--- src/rtl/cache_ctrl_fsm.sv ---
// Cache controller sequencer: tag check, line fill, write-through or
// write-back with dirty-victim eviction, and a one-cycle completion pulse.
//
// state   | meaning
// IDLE    | waiting for a CPU request
// RD_TAG  | read: tag/valid/dirty lookup
// RD_FILL | read miss: fetch line from memory
// RD_DONE | read complete, data from cache
// WR_TAG  | write: tag/valid/dirty lookup
// WR_HIT  | write CPU data into the line
// WR_FILL | write-allocate: fetch line from memory
// WR_MEM  | write-through to memory
// WR_DONE | write complete
// EVICT   | write dirty victim line back to memory
module cache_ctrl_fsm #(
  parameter int MEM_LAT = 4,
  parameter int WB      = 0
) (
  input  logic clk,
  input  logic reset_n,
  input  logic Strobe,
  input  logic RW,
  input  logic M,
  input  logic V,
  input  logic D,
  output logic Rdy,
  output logic W,
  output logic WSel,
  output logic RSel,
  output logic MStrobe,
  output logic MRW,
  output logic ASel,
  output logic DSet
);

  localparam int CW = $clog2(MEM_LAT + 1);
  localparam logic [CW-1:0] LOAD = CW'(MEM_LAT - 1);
  localparam logic WB_EN = (WB != 0);

  typedef enum logic [3:0] {
    IDLE    = 4'd0,
    RD_TAG  = 4'd1,
    RD_FILL = 4'd2,
    RD_DONE = 4'd3,
    WR_TAG  = 4'd4,
    WR_HIT  = 4'd5,
    WR_FILL = 4'd6,
    WR_MEM  = 4'd7,
    WR_DONE = 4'd8,
    EVICT   = 4'd9
  } state_t;

  state_t        state, nxt_state;
  logic [CW-1:0] cnt, nxt_cnt;
  logic          rw_q;
  logic [7:0]    outs_q;

  function automatic logic is_wait(input state_t st);
    return (st == RD_FILL) || (st == WR_FILL) || (st == WR_MEM) || (st == EVICT);
  endfunction

  // Output bundle: {Rdy, W, WSel, RSel, MStrobe, MRW, ASel, DSet}
  function automatic logic [7:0] decode(input state_t st, input logic [CW-1:0] c);
    logic [7:0] o;
    o = 8'h00;
    case (st)
      RD_FILL, WR_FILL: begin
        o[3] = 1'b1;
        if (c == '0) begin
          o[6] = 1'b1;
          o[5] = 1'b1;
        end
      end
      WR_MEM:  o[3:2] = 2'b11;
      EVICT:   o[3:1] = 3'b111;
      WR_HIT: begin
        o[6] = 1'b1;
        o[0] = WB_EN;
      end
      RD_DONE: begin
        o[7] = 1'b1;
        o[4] = 1'b1;
      end
      WR_DONE: o[7] = 1'b1;
      default: o = 8'h00;
    endcase
    return o;
  endfunction

  always_comb begin
    nxt_state = state;
    nxt_cnt   = '0;
    case (state)
      IDLE:    if (Strobe) nxt_state = RW ? WR_TAG : RD_TAG;
      RD_TAG: begin
        if (M && V)               nxt_state = RD_DONE;
        else if (WB_EN && V && D) nxt_state = EVICT;
        else                      nxt_state = RD_FILL;
      end
      WR_TAG: begin
        if (M && V)      nxt_state = WR_HIT;
        else if (!WB_EN) nxt_state = WR_MEM;
        else if (V && D) nxt_state = EVICT;
        else             nxt_state = WR_FILL;
      end
      RD_FILL: if (cnt == '0) nxt_state = RD_DONE;
      WR_FILL: if (cnt == '0) nxt_state = WR_HIT;
      WR_MEM:  if (cnt == '0) nxt_state = WR_DONE;
      EVICT:   if (cnt == '0) nxt_state = rw_q ? WR_FILL : RD_FILL;
      WR_HIT:  nxt_state = WB_EN ? WR_DONE : WR_MEM;
      RD_DONE, WR_DONE: nxt_state = IDLE;
      default: nxt_state = IDLE;
    endcase
    // EVICT->fill is a state change, so the fill reloads the full latency
    if (is_wait(nxt_state))
      nxt_cnt = (nxt_state != state) ? LOAD : cnt - 1'b1;
  end

  always_ff @(posedge clk or negedge reset_n) begin
    if (!reset_n) begin
      state  <= IDLE;
      cnt    <= '0;
      rw_q   <= 1'b0;
      outs_q <= 8'h00;
    end else begin
      state  <= nxt_state;
      cnt    <= nxt_cnt;
      outs_q <= decode(nxt_state, nxt_cnt);
      if (state == IDLE && Strobe)
        rw_q <= RW;
    end
  end

  assign {Rdy, W, WSel, RSel, MStrobe, MRW, ASel, DSet} = outs_q;

endmodule

--- config.mk ---
export PLATFORM = sky130hd
export DESIGN_NAME = cache_ctrl_fsm
export DESIGN_NICKNAME = d
export VERILOG_FILES = /design/src/rtl/cache_ctrl_fsm.sv
export SDC_FILE = /design/constraint.sdc
export NUM_CORES = 1
export LEC_CHECK = 0
export ABC_AREA = 1
export CAP_MARGIN = 5
export CELL_PAD_IN_SITES_DETAIL_PLACEMENT = 1
export CELL_PAD_IN_SITES_GLOBAL_PLACEMENT = 1
export CORE_MARGIN = 1
export CORE_UTILIZATION = 35
export CTS_CLUSTER_SIZE = 40
export DETAILED_ROUTE_END_ITERATION = 12
export PLACE_DENSITY_LB_ADDON = 0.1
export SLEW_MARGIN = 20
export SYNTH_ARGS = -nofsm -noshare
export SYNTH_HDL_FRONTEND = slang
export SYNTH_SLANG_ARGS = --single-unit
--- constraint.sdc ---
create_clock -name clk -period 1.95 [get_ports clk]
set_clock_uncertainty 0.1 [all_clocks]
set_input_delay 0.39 -clock clk [delete_from_list [all_inputs] [get_ports clk]]
set_output_delay 0.39 -clock clk [all_outputs]
set_load 0.01 [all_outputs]
==> results of run 1 <==
-- synthesized netlist by cell type (all sizes together) --
library cell  instances  share of area [%]
nand2                32                 16
nor2                 28                 17
inv                  20                8.2
dfrtp                15                 40
nand3                 8                6.6
o21ai                 5                3.0
nand4                 4                2.6
buf                   3                2.8
ha                    2                2.6
a21oi                 1               0.53
conb                  1               0.40
nor3                  1               0.53
xnor2                 1               0.92
-- power by group --
part           switching (mW)  internal, mW  leakage (nW)  total (mW)
logic                   0.801         0.518         0.409        1.32
registers               0.124         0.427         0.195       0.551
clock network           0.107        0.0779        0.0139       0.185
-- registers in the layout, summed over array words and instances (netlist names) --
signal,cells
state,4
rw_q,1
cnt,3
outs_q,7
-- cells in the final DEF, fill, tap and decap left out, drive strengths merged, types with 2 or more instances in the layout --
cell           netlist  final
ha                   2      2
nand4                4      4
nor2                28     28
inv                 20     20
clkbuf               0      3
nand2               32     32
clkdlybuf4s50        0     12
o21ai                5      5
dfrtp               15     15
nand3                8      8
buf                  3      6
-- through the flow --
| step | setup TNS, ns | utilization [%] | hold slack [ns] | cell area (µm²) |
|---|---|---|---|---|
| after global placement | -0.552 | 44.6 | 0.390 | 1120 |
| final | 0 | 46.4 | 0.309 | 1170 |
| after CTS | 0 | 45.8 | 0.311 | 1150 |
| after global routing | -0.0142 | 46.4 | 0.319 | 1170 |
| after detailed placement | -0.926 | 44.6 | 0.404 | 1120 |
| after floorplan | 0 | - | -0.00559 | 948 |
-- worst min-delay path by stage --
stage | startpoint | to | slack (ns)
detailed placement | rw_q$_DFFE_PN0P_ | rw_q$_DFFE_PN0P_ | 0.40
floorplan | reset_n | cnt[0]$_DFF_PN0_ | -0.006
global placement | rw_q$_DFFE_PN0P_ | rw_q$_DFFE_PN0P_ | 0.39
CTS | reset_n | state[3]$_DFF_PN0_ | 0.31
global route | reset_n | outs_q[2]$_DFF_PN0_ | 0.32
finish | reset_n | state[3]$_DFF_PN0_ | 0.31
-- cell type report --
type,count,area [µm²],share of cell area (%)
Clock buffer,3,22.5,1.93
Clock inverter,1,7.51,0.642
Inverter,20,77.6,6.63
Multi-Input combinational cell,83,482,41.2
Sequential cell,15,378,32.3
Tap cell,30,37.5,3.21
Timing Repair Buffer,18,165,14.1
-- metal layers --
metal / vias up / global-route usage (%) / part of all wire (%)
met2: 10 / 30.9 / 51
met3: 0 / 4.24 / 2.8
met5: - / 0 / 0
li1: 408 / - / -
met1: 398 / 23.8 / 46
met4: 0 / 1.28 / 0
-- logic make-up (layout without fill, tap and decap cells) --
family,Yosys count,in the layout
simple gates,73,73
buf+inv,23,42
flops,15,15
compound gates,6,6
fa+ha+maj,2,2
other cells,1,1
xor+xnor,1,1
-- timing repair --
item / 4_1_cts / 5_1_grt
endpoints found under the setup margin: 0 / 6
gates resized for setup: 0 / 6
hold endpoints to repair: 0 / 0
==> impl_metrics.py, run 1 <==
metrics = {
    "clock_tree": {
        "clock_root_buffer": "clkbuf_4",
        "clock_tree.htree_level_count": 1,
        "tritoncts.num_buffers": 3,
        "worst_setup_hold_path_clk_slew_ns": 0.11,
        "cts.sink_count": 15,
        "clock_latency_ns": 0.29,
        "holdBufCountCts": 0,
        "clock_path_buffers": 2,
        "post-cts-setup-buffers": 0,
        "cts_tree": "built",
    },
    "worst_setup_path": {
        "worstSetupPathType": "flop to flop",
        "cp.required_ns": 2.09,
        "critical-path-slowest-cell": "dfrtp_1",
        "critPathMostFrequentCell": "nand2_1",
        "critical_path.max_fanout": 4,
        "cp-startpoint": "cnt[0]$_DFF_PN0_",
        "worst-path-buf-inv": 3,
        "critical-path-top-delay-family": "simple AND/OR/NAND/NOR gates",
        "timing.critical_path.slowest_cell_delay_ns": 0.34,
        "timing.rr.start": "cnt[0]$_DFF_PN0_",
        "critPathCapture": "outs_q[6]$_DFF_PN0_",
        "crit_arrival_ns": 1.95,
        "stages_on_the_worst_setup_path": 14,
        "critical_path.endpoint_type": "flop",
        "crit_path_start_kind": "flop",
        "reg2reg_to": "outs_q[6]$_DFF_PN0_",
        "logic_depth_of_the_worst_register_to_register_path": 14,
        "critical_path.cell_chain": "inv_1 > ha_1 > nand2_2 > nand2_1 > nand2_1 > nand2_1 > buf_4 > nand3_1 > nand2_1 > inv_1 > nand3_2 > nor2_2 > nand3_1 > nand2_1",
        "reg2reg_setup_slack_ns": 0.14,
    },
    "job": {
        "maxCapViolCount": 0,
    },
    "yosys": {
        "ys_ff_latch": 15,
        "unique_masters_post_synth": 23,
        "netlist_area_um2": 948,
        "post_synthesis_mux_area_share_pct": 0,
        "yosysWarnings": 0,
        "synth_xor_xnor_area_share_pct": 0.923,
        "synth_simple_gate_area_share_pct": 42.0,
        "synth.yosys.seq_area_share_pct": 39.6,
        "compound_gate_portion_of_the_synthesized_area_pct": 3.56,
        "synth_top_family_by_area": "simple AND/OR/NAND/NOR gates",
        "avgSynthCellArea_um2": 7.84,
        "post_synthesis_adder_cell_area_fraction_pct": 2.64,
        "syn_nets": 130,
        "synth_cells": 121,
    },
    "finish": {
        "num_antenna_cells": 0,
        "finish.net_count": 150,
        "area_growth_syn_to_layout_pct": 23.4,
        "post_route_cells_drive_above_1_share_pct": 30.7,
        "final_cells": 170,
        "final.fill_count": 323,
    },
    "run_status": {
        "outcome": "complete, no violations",
    },
    "hold_path": {
        "timing.hold.worst.class": "primary input to asynchronous set/reset pin",
    },
    "sta": {
        "final_period_minus_worst_setup_slack_ns": 1.81,
        "setup-violations-final": 0,
        "period_share_pct": 93.0,
        "final_critical_path_setup_slack_ns": 0.137,
        "fmax_ghz": 0.552,
        "drv_slew": 0,
        "hold_viol_final": 0,
    },
    "grt": {
        "track_usage_pct": 18.0,
        "grt_first_pass_wirelength_mm": 3.68,
        "antenna_found_initial": 0,
        "number_of_global_route_vias_before_repair": 807,
        "maximum_number_of_pins_on_one_net_before_global_route_repair": 16,
        "grt-ovfl-total": 0,
    },
    "pwr": {
        "power_leakage_nw": 0.617,
        "max-vdd-ir-drop_mv": 1.11,
        "total_power_mw": 2.05,
        "power_density_nw_per_um2": 1760,
    },
    "drt": {
        "detail_route.vias_per_cell": 4.80,
        "drt_iter0_drc": 6,
        "routed-via-count": 816,
        "detail_route.first_pass.iterations": 3,
        "detail_route.drc_violations": 0,
        "drt_total_wl_mm": 2.22,
        "routedWlPerCell_um": 13.1,
        "routed_antenna_nets": 0,
    },
    "floorplan": {
        "placeableCoreArea_um2": 2520,
        "die_y_um": 54.1,
        "start_util_pct": 37.6,
        "row_count": 18,
        "pin_count": 15,
        "floorplan.die.width_um": 54.1,
        "fp.dieArea_um2": 2920,
    },
    "place": {
        "finalWeightedCongestion": 0.815,
        "detailed_placement_hpwl_mm": 1.74,
        "pre_cts_slack_ns": -0.167,
        "placed_cells_incl_taps": 166,
        "portBuffers": 12,
    },
}
Power figures use the tool's default switching activity.
==> run 2, diff against run 1 <==
==> constraint.sdc (replaced) <==
create_clock -name clk -period 1.7 [get_ports clk]
set_clock_uncertainty 0.1 [all_clocks]
set_input_delay 0.34 -clock clk [delete_from_list [all_inputs] [get_ports clk]]
set_output_delay 0.34 -clock clk [all_outputs]
set_load 0.01 [all_outputs]
==> impl_metrics.py, run 2 (synthesis gave the netlist of run 1 again) <==
metrics = {
    "run_status": {
        "outcome": "finished with violations",
        "failed_checks": "negative setup slack",
    },
    "worst_setup_path": {
        "worstSetupPathType": "flop to flop",
        "reg2reg_setup_slack_ns": -0.08,
        "cp.required_ns": 1.83,
        "crit_arrival_ns": 1.91,
        "timing.critical_path.slowest_cell_delay_ns": 0.51,
        "critical_path.cell_chain": "nand2_1 > inv_2 > nand2_1 > nand2_2 > nand2_2 > nand3_4 > nand2_4 > nand2_2 > nand3_4 > nor2_4 > nand3_2 > nand2_1",
        "critical_path.endpoint_type": "flop",
        "timing.rr.start": "state[0]$_DFF_PN0_",
        "crit_path_start_kind": "flop",
        "logic_depth_of_the_worst_register_to_register_path": 12,
        "reg2reg_to": "outs_q[6]$_DFF_PN0_",
        "critical-path-slowest-cell": "dfrtp_2",
        "critical_path.max_fanout": 7,
    },
    "clock_tree": {
        "clock_tree.htree_level_count": 1,
        "cts_tree": "built",
        "tritoncts.num_buffers": 3,
        "clock_root_buffer": "clkbuf_4",
        "cts.sink_count": 15,
        "clock_path_buffers": 2,
        "clock_latency_ns": 0.29,
        "worst_setup_hold_path_clk_slew_ns": 0.09,
    },
    "sta": {
        "hold_viol_final": 0,
        "grt_setup_unrepaired": "true",
        "drv_slew": 0,
        "setup-violations-final": 6,
        "final_period_minus_worst_setup_slack_ns": 1.78,
        "period_share_pct": 105,
        "fmax_ghz": 0.562,
        "setup_tns_ns": -0.374,
        "final_critical_path_setup_slack_ns": -0.0786,
    },
    "drt": {
        "routed-via-count": 886,
        "detail_route.drc_violations": 0,
        "detail_route.vias_per_cell": 4.64,
        "drt_iter0_drc": 8,
        "drt_total_wl_mm": 2.71,
        "routed_antenna_nets": 0,
        "detail_route.first_pass.iterations": 3,
        "routedWlPerCell_um": 14.2,
    },
    "finish": {
        "largest_register_ff_count": 7,
        "design_area_um2": 1450,
        "area_growth_syn_to_layout_pct": 52.4,
        "largest_registers": "outs_q x7, state x4, cnt x3",
        "num_antenna_cells": 0,
        "post_route_cells_drive_above_1_share_pct": 55.3,
        "mostFrequentLayoutCells": "24 x buf_4, 16 x nand2_1, 11 x nand2_2, 11 x dfrtp_1",
        "mostFrequentLayoutCell": "buf_4",
        "regMostFlops": "outs_q",
        "finish.net_count": 171,
    },
    "pwr": {
        "power_leakage_nw": 0.741,
        "netSwitchingPower_mw": 1.52,
        "total_power_mw": 3.19,
        "p_clk_share_pct": 6.5,
        "power_frac_seq_pct": 20.4,
        "proportion_of_power_drawn_by_combinational_gates_pct": 73.1,
        "sw_frac_of_total_pct": 47.7,
        "power_report.internal_total_mw": 1.67,
        "power_density_nw_per_um2": 2210,
        "max-vdd-ir-drop_mv": 1.23,
    },
    "place": {
        "portBuffers": 12,
        "finalWeightedCongestion": 0.817,
        "pre_cts_slack_ns": -0.355,
        "detailed_placement_hpwl_mm": 1.78,
        "placedInstanceArea_um2": 1200,
    },
    "grt": {
        "number_of_global_route_vias_before_repair": 913,
        "track_usage_pct": 21.2,
        "grt_first_pass_wirelength_mm": 4.24,
        "grt-ovfl-total": 0,
        "antenna_found_initial": 0,
        "maximum_number_of_pins_on_one_net_before_global_route_repair": 16,
    },
    "floorplan": {
        "start_util_pct": 37.6,
        "fp.dieArea_um2": 2920,
        "placeableCoreArea_um2": 2520,
        "pin_count": 15,
        "row_count": 18,
        "die_y_um": 54.1,
        "floorplan.die.width_um": 54.1,
    },
    "job": {
        "maxCapViolCount": 0,
    },
    "hold_path": {
        "timing.hold.worst.class": "primary input to asynchronous set/reset pin",
    },
}
-- run 2: critical path, delay by kind of cell, from the launching register on --
| kind | cells | cell delay [ns] |
|---|---|---|
| buf+inv | 1 | 0.11 |
| flops | 1 | 0.51 |
| simple gates | 11 | 1.00 |
-- run 2: power groups by stage --
stage	clock, mW	combinational (mW)	sequential, mW
3_5_place_dp	0	1.59	0.631
2_1_floorplan	0	1.08	0.567
3_3_place_gp	0	1.54	0.626
4_1_cts	0.219	1.95	0.644
5_1_grt	0.225	2.53	0.667
6_report	0.206	2.33	0.651
-- run 2: final cells by class --
type | count | area [µm²]
clock inverters | 1 | 5.00
inverters | 20 | 80.1
clock buffers | 3 | 22.5
multi-input cells | 83 | 588
flip-flops and latches | 15 | 380
repair buffers | 39 | 332
fillers | 302 | 1080
well taps | 30 | 37.5
-- run 2: how the worst max path moves through the flow --
stage          cells after the start  slack [ns]          startpoint             endpoint
2_1_floorplan                     11        0.08    cnt[0]$_DFF_PN0_     cnt[0]$_DFF_PN0_
3_3_place_gp                      10       -0.30              Strobe  outs_q[6]$_DFF_PN0_
3_5_place_dp                      11       -0.35              Strobe  outs_q[6]$_DFF_PN0_
4_1_cts                           12      -0.006  state[3]$_DFF_PN0_  outs_q[6]$_DFF_PN0_
5_1_grt                           12       -0.18  state[0]$_DFF_PN0_  outs_q[6]$_DFF_PN0_
6_report                          12       -0.08  state[0]$_DFF_PN0_  outs_q[6]$_DFF_PN0_
-- run 2: per-layer routing --
| layer | global-route usage (%) | share of wire (%) |
|---|---|---|
| met2 | 40.3 | 55 |
| met5 | 0 | 0 |
| met4 | 3.85 | 1.7 |
| met1 | 23.7 | 41 |
| met3 | 5.08 | 2.6 |
-- run 2: repair_timing --
action,4_1_cts,5_1_grt
resized for setup,30,19
hold buffers,0,0
pin swaps,10,13
setup endpoints to repair,9,8
setup buffers,5,6
-- run 2: through the flow --
stage / std cells / utilization [%] / hold slack [ns]
2_1_floorplan: 121 / - / -0.0556
3_3_place_gp: 176 / 47.6 / 0.388
3_5_place_dp: 176 / 47.6 / 0.408
4_1_cts: 185 / 53.5 / 0.262
5_1_grt: 191 / 57.3 / 0.291
6_report: 191 / 57.3 / 0.268
